--- config.mk ---
export PLATFORM = sky130hd
export DESIGN_NAME = serial_add_ctrl
export DESIGN_NICKNAME = d
export VERILOG_FILES = /design/src/rtl/serial_add_ctrl_pkg.sv /design/src/rtl/full_adder.sv /design/src/rtl/serial_add_ctrl.sv
export SDC_FILE = /design/constraint.sdc
export NUM_CORES = 1
export LEC_CHECK = 0
export BUFFER_PORTS_ARGS = -buffer_cell sky130_fd_sc_hd__buf_2
export CORE_ASPECT_RATIO = 0.8
export CORE_MARGIN = 2
export CORE_UTILIZATION = 50
export CTS_BUF_LIST = sky130_fd_sc_hd__clkbuf_8 sky130_fd_sc_hd__clkbuf_16
export CTS_CLUSTER_SIZE = 12
export DETAILED_ROUTE_END_ITERATION = 6
export PLACE_DENSITY_LB_ADDON = 0.08
export SETUP_SLACK_MARGIN = 0.1
export SYNTH_ARGS = -nofsm -noshare
export SYNTH_HDL_FRONTEND = slang
export SYNTH_SLANG_ARGS = --single-unit
--- constraint.sdc ---
create_clock -name clk -period 3.2 [get_ports clk]
set_clock_uncertainty 0.2 [all_clocks]
set_input_delay 0.96 -clock clk [delete_from_list [all_inputs] [get_ports clk]]
set_output_delay 0.96 -clock clk [all_outputs]
set_load 0.02 [all_outputs]
--- src/rtl/serial_add_ctrl_pkg.sv ---
// Shared definitions for the bit-serial adder controller: FSM encoding and
// the bit-counter width helper.
package serial_add_ctrl_pkg;

  typedef enum logic [1:0] {
    StIdle  = 2'd0,
    StShift = 2'd1,
    StDone  = 2'd2
  } state_e;

  // Counter width for a WIDTH-cycle sequence; never narrower than one bit.
  function automatic int unsigned cnt_width(input int unsigned width);
    return (width > 1) ? $clog2(width) : 1;
  endfunction

endpackage

--- src/rtl/full_adder.sv ---
// One-bit full adder cell shared by every bit position of the serial add.
module full_adder (
  input  logic a,
  input  logic b,
  input  logic c_in,
  output logic sum,
  output logic c_out
);

  assign sum   = a ^ b ^ c_in;
  assign c_out = (a & b) | (a & c_in) | (b & c_in);

endmodule

--- src/rtl/serial_add_ctrl.sv ---
// Bit-serial adder controller: walks one full_adder over WIDTH cycles, LSB
// first, with a start/ready handshake and a one-cycle done pulse.
module serial_add_ctrl
  import serial_add_ctrl_pkg::*;
#(
  parameter int unsigned WIDTH = 8
) (
  input  logic             clk,
  input  logic             rst_n,
  input  logic             start,
  input  logic [WIDTH-1:0] a,
  input  logic [WIDTH-1:0] b,
  input  logic             c_in,
  output logic             ready,
  output logic             busy,
  output logic             done,
  output logic [WIDTH-1:0] sum,
  output logic             c_out
);

  localparam int unsigned    CntW    = cnt_width(WIDTH);
  localparam logic [CntW-1:0] CntLast = CntW'(WIDTH - 1);

  state_e state_q, state_d;

  logic [WIDTH-1:0] a_sh_q, a_sh_d;
  logic [WIDTH-1:0] b_sh_q, b_sh_d;
  logic [WIDTH-1:0] sum_sh_q, sum_sh_d;
  logic [WIDTH-1:0] sum_q, sum_d;
  logic [CntW-1:0]  cnt_q, cnt_d;
  logic             carry_q, carry_d;
  logic             c_out_q, c_out_d;

  logic             fa_s;
  logic             fa_co;
  logic [WIDTH:0]   sum_ext;
  logic             last_bit;

  full_adder u_full_adder (
    .a     (a_sh_q[0]),
    .b     (b_sh_q[0]),
    .c_in  (carry_q),
    .sum   (fa_s),
    .c_out (fa_co)
  );

  // New sum bit enters at the MSB; slicing the extended vector also works for WIDTH=1.
  assign sum_ext  = {fa_s, sum_sh_q};
  assign last_bit = (cnt_q == CntLast);

  // FSM state register.
  always_ff @(posedge clk or negedge rst_n) begin
    if (!rst_n) begin
      state_q <= StIdle;
    end else begin
      state_q <= state_d;
    end
  end

  // FSM next-state logic; the unused encoding falls back to idle.
  always_comb begin
    state_d = state_q;
    case (state_q)
      StIdle:  if (start) state_d = StShift;
      StShift: if (last_bit) state_d = StDone;
      StDone:  state_d = StIdle;
      default: state_d = StIdle;
    endcase
  end

  // FSM outputs decoded from the current state only.
  always_comb begin
    ready = 1'b0;
    busy  = 1'b0;
    done  = 1'b0;
    case (state_q)
      StIdle:  ready = 1'b1;
      StShift: busy  = 1'b1;
      StDone:  done  = 1'b1;
      default: ready = 1'b0;
    endcase
  end

  // Datapath next state: load on accept, shift one bit per busy cycle.
  always_comb begin
    a_sh_d   = a_sh_q;
    b_sh_d   = b_sh_q;
    sum_sh_d = sum_sh_q;
    carry_d  = carry_q;
    cnt_d    = cnt_q;
    sum_d    = sum_q;
    c_out_d  = c_out_q;
    if (ready && start) begin
      a_sh_d  = a;
      b_sh_d  = b;
      carry_d = c_in;
      cnt_d   = '0;
    end else if (busy) begin
      a_sh_d   = a_sh_q >> 1;
      b_sh_d   = b_sh_q >> 1;
      sum_sh_d = sum_ext[WIDTH:1];
      carry_d  = fa_co;
      cnt_d    = cnt_q + 1'b1;
      // Result registers change only when the final bit lands, so the
      // previous result stays visible for the whole run.
      if (last_bit) begin
        sum_d   = sum_ext[WIDTH:1];
        c_out_d = fa_co;
      end
    end
  end

  // Datapath registers.
  always_ff @(posedge clk or negedge rst_n) begin
    if (!rst_n) begin
      a_sh_q   <= '0;
      b_sh_q   <= '0;
      sum_sh_q <= '0;
      carry_q  <= 1'b0;
      cnt_q    <= '0;
      sum_q    <= '0;
      c_out_q  <= 1'b0;
    end else begin
      a_sh_q   <= a_sh_d;
      b_sh_q   <= b_sh_d;
      sum_sh_q <= sum_sh_d;
      carry_q  <= carry_d;
      cnt_q    <= cnt_d;
      sum_q    <= sum_d;
      c_out_q  <= c_out_d;
    end
  end

  assign sum   = sum_q;
  assign c_out = c_out_q;

endmodule

==> impl_metrics.env <==
export IMPL_grt_pass1_wl_um=5706
export IMPL_drive_gt1_frac=0.2874
export IMPL_rows=18
export IMPL_drt_wl_total_um=3302
export IMPL_die_y_um=55.80
export IMPL_p_seq_frac=0.441
export IMPL_grt_pass1_vias=1182
export IMPL_post_route_period_util=0.8022
export IMPL_final_cell_mix="dfrtp_1, buf_2, o22ai_1"
export IMPL_seq_area_frac_synth=0.5672
export IMPL_hold_viol=0
export IMPL_synth_area_mm2=0.001677
export IMPL_synth_top_area_share=0.5672
export IMPL_worstMarginPinSlew_ns=0.8182
export IMPL_fillerInstances=274
export IMPL_root_buffer="clkbuf_8"
export IMPL_reg2reg_from="state_q[0]"
export IMPL_cts_sinks=38
export IMPL_vias=1173
export IMPL_seqCellArea_um2=950.9
export IMPL_post_synth_cell_area_avg_um2=11.72
export IMPL_path_clk_slew_ns=0.07
export IMPL_slew_violations=0
export IMPL_finalSetupViolCount=0
export IMPL_max_slew_margin_rel=0.4545
export IMPL_final_common_cell="dfrtp_1"
export IMPL_drt_iter0_drc=110
export IMPL_antenna_found_initial=0
export IMPL_cp_endpoint="busy"
export IMPL_slowest_delay_ns=0.56
export IMPL_r2r_end="sum[7]"
export IMPL_setup_tns_ns=0
export IMPL_cp_data_arrival_time_ns=1.41
export IMPL_cp_start_kind="flip-flop"
export IMPL_crit_required_ns=2.04
export IMPL_ys_ff_latch=38
export IMPL_r2r_slack_ns=1.51
export IMPL_criticalPathCategory="reg -> out"
export IMPL_chipWidth_um=68.74
export IMPL_n_antenna_cell=0
export IMPL_post_cts_buffers=0
export IMPL_min_path_type="reg -> reg"
export IMPL_nNetsFinal=197
export IMPL_initial_utilization=0.5317
export IMPL_cp_max_fo=17
export IMPL_grt_usage=0.2020
export IMPL_clockBufferDepth=2
export IMPL_syn_nets=166
export IMPL_portBuffers=31
export IMPL_core_mm2=0.003153
export IMPL_switching_power_w=0.0007558
export IMPL_synth_cells=143
export IMPL_ant_nets=0
export IMPL_irDropWorstVdd_uv=508.8
export IMPL_p_comb_frac=0.410
export IMPL_die_area_mm2=0.003835
export IMPL_multi_input_area_um2=630.6
export IMPL_holdWs_ns=0.2961
export IMPL_power_clock_fraction=0.150
export IMPL_slowest_stage="dfrtp_1"
export IMPL_p_int_w=0.001230
export IMPL_min_period_ns=2.567
export IMPL_via_per_inst=5.481
export IMPL_path_cells="nand2b_4 -> inv_8 -> buf_2"
export IMPL_switching_share=0.3805
export IMPL_route_detailed_drc=0
export IMPL_insertion_delay_ns=0.29
export IMPL_cts_resized=0
export IMPL_leakagePower_nw=0.9540
export IMPL_synth_cell_types=23
export IMPL_synth_warnings=0
export IMPL_power_density_mw_per_mm2=1043
export IMPL_grt_overflow_total=0
export IMPL_startpoint="state_q[0]"
export IMPL_layout_area_overhead_vs_synth_pct=13.58
export IMPL_maxCapViolCount=0
export IMPL_drtPass1Iterations=4
export IMPL_netlist_top_cells_area="dfrtp_1, o22ai_1, mux2_4"
export IMPL_fmax_mhz=389.5
export IMPL_htree_levels=2
export IMPL_gp_congestion=0.7740
export IMPL_pin_count=32
export IMPL_cts_tree="yes"
export IMPL_status="finished, final reports clean"
export IMPL_cts_hold_buf=0
export IMPL_avgRoutedWirePerCell_um=15.43
export IMPL_yosys_area_top_type="dfrtp_1"
export IMPL_dpl_hpwl_um=2159
export IMPL_rsz0062_at_grt="false"
export IMPL_endpoint_kind="output port"
export IMPL_r2r_cells=4
export IMPL_cts_buffers=5
export IMPL_grt_max_degree=39
[registers in the layout, indices dropped and copies added, names as in the netlist]
name / count
sum: 8
b_sh_q: 8
cnt_q: 3
c_out: 1
a_sh_q: 8
sum_sh_q: 7
state_q: 2
carry_q: 1
[critical path: cells and delay by family (launching register included)]
family / cells / cell delay, ns
and+or+nand+nor: 1 / 0.22
DFF: 1 / 0.56
buffers and inverters: 2 / 0.34
[final cells by class]
cell class                 count  share of cell area
timing repair buffer          32             0.08541
sequential                    38              0.4993
clock inverter                 2            0.003942
clock buffer                   5             0.03614
tap                           40             0.02628
multi-input combinational     90              0.3311
inverter                       7             0.01774
[metal layers]
layer,part of all wire,GRT usage,up-vias
li1,-,-,579
met1,0.50,0.3061,554
met2,0.43,0.2692,35
met3,0.058,0.08097,5
met4,0.011,0.05042,0
met5,0,0,-
[logic make-up (layout without fill, tap and decap cells)]
group,count (synthesis),in the layout,synth area share
AO/OA/AOI/OAI,46,46,0.1769
multiplexers,9,9,0.08060
adder cells (fa/ha/maj),3,3,0.02686
flip-flops,38,38,0.5672
buffers and inverters,15,46,0.05672
AND/OR/NAND/NOR,32,32,0.09179
[worst min path at each step]
| stage | cells past startpoint | start | endpoint |
|---|---|---|---|
| floorplan | 2 | sum_sh_q[1] | sum_sh_q[1] |
| global placement | 2 | sum_sh_q[1] | sum_sh_q[1] |
| detailed placement | 2 | sum_sh_q[5] | sum_sh_q[4] |
| CTS | 2 | sum_sh_q[5] | sum_sh_q[4] |
| global route | 1 | cnt_q[1] | cnt_q[1] |
| finish | 2 | sum_sh_q[5] | sum_sh_q[4] |
[through the flow]
stage                 util  power (W)  instance area [um^2]  std cells  worst slack [ns]
finish              0.6040   0.001986                  1904        214            0.6328
global route        0.6040   0.002145                  1904        214            0.5251
CTS                 0.6040   0.001999                  1904        214            0.6314
detailed placement  0.5798   0.001690                  1828        207            0.9247
global placement    0.5798   0.001662                  1828        207             1.017
floorplan                -   0.001512                  1677        143            0.9952
[power by group through the flow]
stage	clock [W]	combinational [W]	sequential (W)
global placement	0	0.000796	0.000866
detailed placement	0	0.000816	0.000874
floorplan	0	0.000616	0.000896
CTS	0.000307	0.000822	0.000871
finish	0.000297	0.000814	0.000875
global route	0.000334	0.000909	0.000902
[synth_stat cells]
cell	n
a21oi_1	11
a22o_1	2
a2bb2oi_1	6
buf_2	4
buf_4	1
buf_6	3
clkinv_1	1
dfrtp_1	38
fa_1	1
ha_1	2
inv_1	5
inv_8	1
mux2_4	9
nand2_1	22
nand2_8	1
nand2b_1	2
nand2b_4	1
nor2_1	5
o21ai_0	1
o22ai_1	24
o31ai_1	1
o32ai_1	1
or2_2	1
No activity file was read; power rests on OpenSTA's default activity.
